$ cat src/rtl/cond_exec_unit.sv
// Conditional-execution unit for the execute stage.
// Evaluates the instruction's condition field against the architectural
// flags, gates the side-effecting controls, owns the {N,Z,C,V} register and
// keeps saturating counts of executed and condition-failed instructions.
module cond_exec_unit (
    input  logic        CLK,
    input  logic        RST,
    input  logic        ValidE,
    input  logic        FlushE,
    input  logic [3:0]  CondE,
    input  logic [1:0]  FlagWriteE,
    input  logic [3:0]  ALUFlags,
    input  logic        PCSrcE,
    input  logic        RegWriteE,
    input  logic        MemWriteE,
    input  logic        BranchE,
    input  logic        ClrCnt,
    output logic        CondExE,
    output logic        PCSrcG,
    output logic        RegWriteG,
    output logic        MemWriteG,
    output logic        BranchTakenG,
    output logic [3:0]  Flags,
    output logic [15:0] ExecCount,
    output logic [15:0] SquashCount
);

    typedef enum logic [3:0] {
        COND_EQ = 4'h0,
        COND_NE = 4'h1,
        COND_CS = 4'h2,
        COND_CC = 4'h3,
        COND_MI = 4'h4,
        COND_PL = 4'h5,
        COND_VS = 4'h6,
        COND_VC = 4'h7,
        COND_HI = 4'h8,
        COND_LS = 4'h9,
        COND_GE = 4'hA,
        COND_LT = 4'hB,
        COND_GT = 4'hC,
        COND_LE = 4'hD,
        COND_AL = 4'hE,
        COND_NV = 4'hF
    } cond_t;

    localparam logic [15:0] COUNT_MAX = 16'hFFFF;

    logic  flag_n;
    logic  flag_z;
    logic  flag_c;
    logic  flag_v;
    logic  cond_pass;
    logic  live;
    logic  squash;
    cond_t cond;

    assign flag_n = Flags[3];
    assign flag_z = Flags[2];
    assign flag_c = Flags[1];
    assign flag_v = Flags[0];
    assign cond   = cond_t'(CondE);

    // Condition check always uses the registered (pre-update) flags; no bypass.
    always_comb begin
        cond_pass = 1'b1;
        case (cond)
            COND_EQ: cond_pass = flag_z;
            COND_NE: cond_pass = !flag_z;
            COND_CS: cond_pass = flag_c;
            COND_CC: cond_pass = !flag_c;
            COND_MI: cond_pass = flag_n;
            COND_PL: cond_pass = !flag_n;
            COND_VS: cond_pass = flag_v;
            COND_VC: cond_pass = !flag_v;
            COND_HI: cond_pass = flag_c & !flag_z;
            COND_LS: cond_pass = !flag_c | flag_z;
            COND_GE: cond_pass = (flag_n == flag_v);
            COND_LT: cond_pass = (flag_n != flag_v);
            COND_GT: cond_pass = !flag_z & (flag_n == flag_v);
            COND_LE: cond_pass = flag_z | (flag_n != flag_v);
            COND_AL: cond_pass = 1'b1;
            COND_NV: cond_pass = 1'b1;
            default: cond_pass = 1'b1;
        endcase
    end

    // A live instruction is real and not squashed; it either executes or fails its condition.
    always_comb begin
        live         = ValidE & !FlushE;
        CondExE      = live & cond_pass;
        squash       = live & !cond_pass;
        PCSrcG       = PCSrcE    & CondExE;
        RegWriteG    = RegWriteE & CondExE;
        MemWriteG    = MemWriteE & CondExE;
        BranchTakenG = BranchE   & CondExE;
    end

    // Flag register: N,Z and C,V pairs are written independently by executed instructions.
    always_ff @(posedge CLK or posedge RST) begin
        if (RST) begin
            Flags <= 4'b0000;
        end else begin
            if (CondExE && FlagWriteE[1]) begin
                Flags[3:2] <= ALUFlags[3:2];
            end
            if (CondExE && FlagWriteE[0]) begin
                Flags[1:0] <= ALUFlags[1:0];
            end
        end
    end

    // Executed-instruction counter; clear beats increment, saturates instead of wrapping.
    always_ff @(posedge CLK or posedge RST) begin
        if (RST) begin
            ExecCount <= 16'd0;
        end else if (ClrCnt) begin
            ExecCount <= 16'd0;
        end else if (CondExE && (ExecCount != COUNT_MAX)) begin
            ExecCount <= ExecCount + 16'd1;
        end
    end

    // Condition-failed counter; same clear and saturation rules as the executed counter.
    always_ff @(posedge CLK or posedge RST) begin
        if (RST) begin
            SquashCount <= 16'd0;
        end else if (ClrCnt) begin
            SquashCount <= 16'd0;
        end else if (squash && (SquashCount != COUNT_MAX)) begin
            SquashCount <= SquashCount + 16'd1;
        end
    end

endmodule

$ cat config.mk
export PLATFORM = sky130hd
export DESIGN_NAME = cond_exec_unit
export DESIGN_NICKNAME = d
export VERILOG_FILES = /design/src/rtl/cond_exec_unit.sv
export SDC_FILE = /design/constraint.sdc
export NUM_CORES = 1
export LEC_CHECK = 0
export ABC_AREA = 0
export ABC_CLOCK_PERIOD_IN_PS = 3350
export CAP_MARGIN = 15
export CORE_UTILIZATION = 53
export DETAILED_ROUTE_END_ITERATION = 7
export PLACE_DENSITY = 0.93
export SYNTH_ARGS = -nofsm -noshare
export SYNTH_HDL_FRONTEND = slang
export SYNTH_SLANG_ARGS = --single-unit
$ cat constraint.sdc
create_clock -name CLK -period 3.35 [get_ports CLK]
set_input_delay 0.335 -clock CLK [delete_from_list [all_inputs] [get_ports CLK]]
set_output_delay 0.335 -clock CLK [all_outputs]
set_load 0.02 [all_outputs]
# Word level (Yosys, flattened, before mapping)

Cells that the tools add are included.

Flip-flop bits (word level): 36
Latch bits: 0
Memory bits (writable): 0
Bits in read-only memories: 0
Input bits: 19
Output and inout bits: 41
Logic and storage cells: 55
Memories kept: 0

$add $sub $neg: 2
$mul: 0
Divide/modulo/power cells: 0
Order comparisons: 0
Eq/ne operators: 19
Shifts and indexed selects: 0
Multiplexer cells: 5
Bitwise logic cells: 11
Reductions and logical operators: 14

Operator list:

| cell                                                 | number |
|---|---|
| 2-to-1 mux 16 bit                                    | 4 |
| adder 16 x 1 -> 16 bit (second input constant)       | 2 |
| equality test 4 bit (second input constant)          | 8 |
| != test 16 bit (second input constant)               | 2 |
| equality test 4 x 3 -> 1 bit (second input constant) | 4 |
| case mux 1 bit (15 select lines)                     | 1 |
| AND 1 bit                                            | 9 |
| equality test 4 x 2 -> 1 bit (second input constant) | 2 |
| zero test 1 bit                                      | 6 |
| equality test 4 x 1 -> 1 bit (second input constant) | 1 |
| logical AND 1 bit                                    | 4 |
| zero test 4 bit                                      | 1 |
| nonzero test 2 bit                                   | 2 |
| OR 1 bit                                             | 2 |
| OR reduction 2 bit                                   | 1 |
| equality test 1 bit                                  | 1 |
| != test 1 bit                                        | 1 |

# Longest topological paths before layout

Depth after elaboration: 8
Depth in mapped cells: 9
Depth with buffers taken out: 7

# Worst setup path after synthesis

Ideal clock, no wire load.

Path type: register -> register
Start: reg Flags[1]
End: reg SquashCount[12]
Setup time: 0.125 ns
Arrival: 2.128 ns
Data required time: 3.225 ns
Setup slack: 1.097 ns
Stages on the path, launching flop included: 8
Buffers on the path: 1
Period minus slack after synthesis: 2.253 ns
Cells stage by stage: dfrtp_1 -> or2b_1 -> o22ai_2 -> mux2i_2 -> nand2_1 -> clkbuf_1 -> nor3_1 -> mux2_2

Longest elaborated chain between the ends: 7
Elaborated cells on any way between the ends: 8
Classes of those cells: mux: 1; bitwise: 3; reduce/logical: 4

RTL lines:

| what                                 | line   | source |
|---|---|---|
| start, declared                      | 23     | `output logic [3:0] Flags,` |
| start signal, assigned               | 108    | `Flags[1:0] <= ALUFlags[1:0];` |
| zero test 1 bit                      | 71, 77 |  |
| OR 1 bit                             | 77     | `COND_LS: cond_pass = !flag_c \| flag_z;` |
| case mux 1 bit (15 select lines) (*) | 67     | `case (cond)` |
| zero test 1 bit (*)                  | 92     | `squash = live & !cond_pass;` |
| AND 1 bit (*)                        | 92     |  |
| logical AND 1 bit (*)                | 130    | `end else if (squash && (SquashCount != COUNT_MAX)) begin` |
| nonzero test 2 bit (no line) (*)     | -      |  |
| end signal, assigned                 | 131    | `SquashCount <= SquashCount + 16'd1;` |
| end, declared                        | 25     | `output logic [15:0] SquashCount` |

Mark *: on every way between the ends. The rest lies on a longest branch, timed or not.
A chain may end at the register's enable or synchronous reset.

# Worst setup path after layout

Start: in CondE[3]
End: out PCSrcG

Longest elaborated chain between the ends: 5
Elaborated cells on any way between the ends: 20
Classes of those cells: eq/ne: 15; mux: 1; bitwise: 2; reduce/logical: 2

RTL lines:

| what                                 | line | source |
|---|---|---|
| start, declared                      | 10   | `input logic [3:0] CondE,` |
| equality test 4 bit                  | 67   |  |
| OR reduction 2 bit (no line)         | -    |  |
| case mux 1 bit (15 select lines) (*) | 67   |  |
| AND 1 bit (*)                        | 91   | `CondExE = live & cond_pass;` |
| AND 1 bit (*)                        | 93   | `PCSrcG = PCSrcE & CondExE;` |
| end, declared                        | 19   | `output logic PCSrcG,` |

Marks and branches as above.

==> results_dict.tcl <==
set metrics [dict create \
    finalWirelength_um 5820 \
    syn_inst_count 248 \
    clk_transition_reported_paths_ns 0.07 \
    gp_congestion 0.812 \
    clock_sinks 36 \
    num_ports 60 \
    cts_tree "yes" \
    pre_cts_slack_ns 0.148 \
    htreeDepth 2 \
    numCtsBuffers 5 \
    core-area_um2 4060 \
    antenna_found_initial 0 \
    rows 23 \
    dpl_cell_area_um2 2890 \
    synth.ff_latch_count 36 \
    grt_first_pass_wirelength_um 9290 \
    layout_min_cycle_time_ns 3.25 \
    dr_total_vias 2301 \
    area.growth.synth_to_final_pct 30.8 \
    critical_path.cell_chain "clkdlybuf4s50_1, nor3b_1, o21ai_0, o32a_1, a31oi_1, and3_1, clkdlybuf4s50_1" \
    place.detailed.hpwl_um 4040 \
    finalSetupViolations 0 \
    critPathSlowestCell "sky130_fd_sc_hd__clkdlybuf4s50_1" \
    outcome "completed" \
    critPathKind "primary input to output pin" \
    final_cell_mix "sky130_fd_sc_hd__clkdlybuf4s50_1 (59), sky130_fd_sc_hd__dfrtp_1 (36), sky130_fd_sc_hd__a21oi_1 (27)" \
    grt_pass1_vias 2084 \
    port_buffers 59 \
    cts_setup_buffers 0 \
    num_antenna_cells 0 \
    synth_enable_flop_cells 0 \
    endpoint_arrival_time_on_the_critical_path_ns 2.91 \
    slew-limit-headroom_pct 28.8 \
    grt_resource_usage_total_pct 27.1 \
    nets 326 \
    power_per_cell_area_nw_per_um2 410 \
    critical_path_required_ns 3.01 \
    synthesis.yosys.warnings 0 \
    drt_iter0_drc 148 \
    worstPathMaxFanout 10 \
    initial_utilization_pct 55.9 \
    clkLatencyLatePin_ns 0.29 \
    post_synth_num_cell_types 46 \
    ant_nets 0 \
    maxCapViolCount 0 \
    cts_hold_buffers 0 \
    hold_viol_final 0 \
    die_w_um 67.4 \
    total_of_fill_cells_in_the_finished_design 293 \
    setup-tns-final_ns 0 \
    max-clock-path-buffers 2 \
    global_route.overflow_total 0 \
    cell_family_contributing_the_most_delay_on_the_critical_path "buffers and inverters" \
    critPathCaptureType "output pin" \
    rsz0062_at_grt "false" \
    crit_path_start_kind "primary input" \
    clk_root_buffer_cell "sky130_fd_sc_hd__clkbuf_8" \
    first_pass_iters 5 \
    critical_path.n_buffers_inverters 2 \
    drive_above_1_share_pct 9.51 \
    path_common_cell "sky130_fd_sc_hd__clkdlybuf4s50_1" \
    grt_max_degree 37 \
    drt-vias-per-instance 6.48 \
    syn_area_per_cell_um2 9.15 \
    final_common_cell "sky130_fd_sc_hd__clkdlybuf4s50_1" \
    fp.dieArea_um2 4550 \
    floorplan.die.height_um 67.4 \
    yosys_most_used_dff "sky130_fd_sc_hd__dfrtp_1" \
    maxClockFrequency_ghz 0.308 \
    crit_path_max_incr_delay_ns 0.64 \
    clock_skew_ns 0.00882 \
    synthArstFlopShare_pct 100 \
    worst_slack_ns 0.100 \
    final_cell_area_um2 2970 \
    detailed_route_wire_length_per_cell_um 16.4 \
    synth.yosys.seq_area_share_pct 39.7 \
    min_period_over_period_pct 97.0 \
    ir_drop_v 0.000318 \
    synth_fp_nets 269 \
    slew_violations 0 \
    design_power_total_uw 1220 \
    syn_area_um2 2270 \
    worst_pin_slew_ns 1.06 \
    min-delay-path-class "primary input to asynchronous set/reset pin" \
    post_cts_resized 0 \
    power.leakage_uw 0.00112 \
    drc 0 \
]
-- where the power goes --
part	switching [uW]	total, uW	leakage [uW]	internal, uW
clock network	148	290	0.0000410	141
logic	240	423	0.000588	183
registers	43.4	506	0.000494	463
total	431	1220	0.00112	787
-- final cells by class --
cell class | count | area [um2] | share of cell area, %
tap | 50 | 62.6 | 2.11
clock buffer | 6 | 72.6 | 2.45
clock inverter | 1 | 5.00 | 0.169
multi-input combinational | 193 | 1270 | 42.9
sequential | 36 | 901 | 30.4
inverter | 3 | 11.3 | 0.379
timing repair buffer | 66 | 643 | 21.7
-- state kept, by name (all words and copies together) (netlist names) --
signal and count:
Flags 4, ExecCount 16, SquashCount 16
-- kinds of logic after synthesis --
| kind of cell | share of synthesized area (%) |
|---|---|
| XOR/XNOR | 1.88 |
| adder cells (fa/ha/maj) | 1.10 |
| AO/OA/AOI/OAI | 17.8 |
| buffers and inverters | 4.19 |
| flip-flops | 39.7 |
| AND/OR/NAND/NOR | 30.2 |
| multiplexers | 5.07 |
-- stage by stage --
stage	std cells	hold WS, ns	utilization (%)
after detailed placement	348	0.529	71.2
after floorplan	248	0.487	-
after global placement	348	0.516	71.2
final	355	0.447	73.1
after global routing	355	0.509	73.1
after CTS	355	0.466	73.1
-- per-layer routing --
metal	vias up	global-route usage [%]	part of all wire, %
met5	-	0	0
met4	0	9.84	1.2
met3	8	6.59	7.1
met2	116	44.4	49
met1	1117	34.4	42
li1	1060	-	-
-- worst min-delay path: stages --
cell and delay [ns]:
sky130_fd_sc_hd__clkdlybuf4s50_1 0.39, sky130_fd_sc_hd__inv_1 0.05, sky130_fd_sc_hd__buf_4 0.39
-- worst paths after layout --
| path | from | endpoint | slack, ns | cells past startpoint |
|---|---|---|---|---|
| setup / recovery | CondE[3] | PCSrcG | 0.10 | 7 |
| hold / removal | RST | ExecCount[3]$_DFFE_PP0P_ | 0.45 | 3 |
| setup reg to reg | Flags[3]$_DFFE_PP0P_ | Flags[3]$_DFFE_PP0P_ | 0.87 | 7 |
| hold reg to reg | SquashCount[15]$_DFFE_PP0P_ | SquashCount[15]$_DFFE_PP0P_ | 0.55 | 1 |
| max in group asynchronous | RST | SquashCount[14]$_DFFE_PP0P_ | 2.57 | 3 |
| min in group CLK | SquashCount[15]$_DFFE_PP0P_ | SquashCount[15]$_DFFE_PP0P_ | 0.55 | 1 |
-- synthesized netlist by cell type, types with 2 or more instances --
library cell / instances / share of area [%]
sky130_fd_sc_hd__o21ai_0: 9 / 2.0
sky130_fd_sc_hd__nand2b_1: 2 / 0.55
sky130_fd_sc_hd__buf_4: 3 / 0.99
sky130_fd_sc_hd__or3_1: 6 / 1.7
sky130_fd_sc_hd__nor3_1: 3 / 0.66
sky130_fd_sc_hd__clkbuf_1: 8 / 1.3
sky130_fd_sc_hd__nand2_1: 9 / 1.5
sky130_fd_sc_hd__ha_1: 2 / 1.1
sky130_fd_sc_hd__o31ai_1: 16 / 5.3
sky130_fd_sc_hd__a21oi_1: 27 / 6.0
sky130_fd_sc_hd__nand4_1: 7 / 1.9
sky130_fd_sc_hd__nor3b_1: 3 / 0.99
sky130_fd_sc_hd__or4_1: 16 / 5.3
sky130_fd_sc_hd__and4_1: 3 / 1.2
sky130_fd_sc_hd__xor2_1: 2 / 0.77
sky130_fd_sc_hd__nor2b_1: 6 / 1.7
sky130_fd_sc_hd__and3_1: 16 / 4.4
sky130_fd_sc_hd__and2_1: 2 / 0.55
sky130_fd_sc_hd__nor4_2: 2 / 1.1
sky130_fd_sc_hd__dfrtp_1: 36 / 40
sky130_fd_sc_hd__nand3_1: 17 / 3.8
sky130_fd_sc_hd__mux2_2: 9 / 4.5
sky130_fd_sc_hd__inv_1: 3 / 0.50
sky130_fd_sc_hd__buf_2: 4 / 0.88
sky130_fd_sc_hd__nor2_1: 13 / 2.2
sky130_fd_sc_hd__a22oi_1: 2 / 0.66
sky130_fd_sc_hd__a31oi_1: 2 / 0.55
sky130_fd_sc_hd__nand3b_1: 2 / 0.66
No activity file was read; power rests on OpenSTA's default activity.
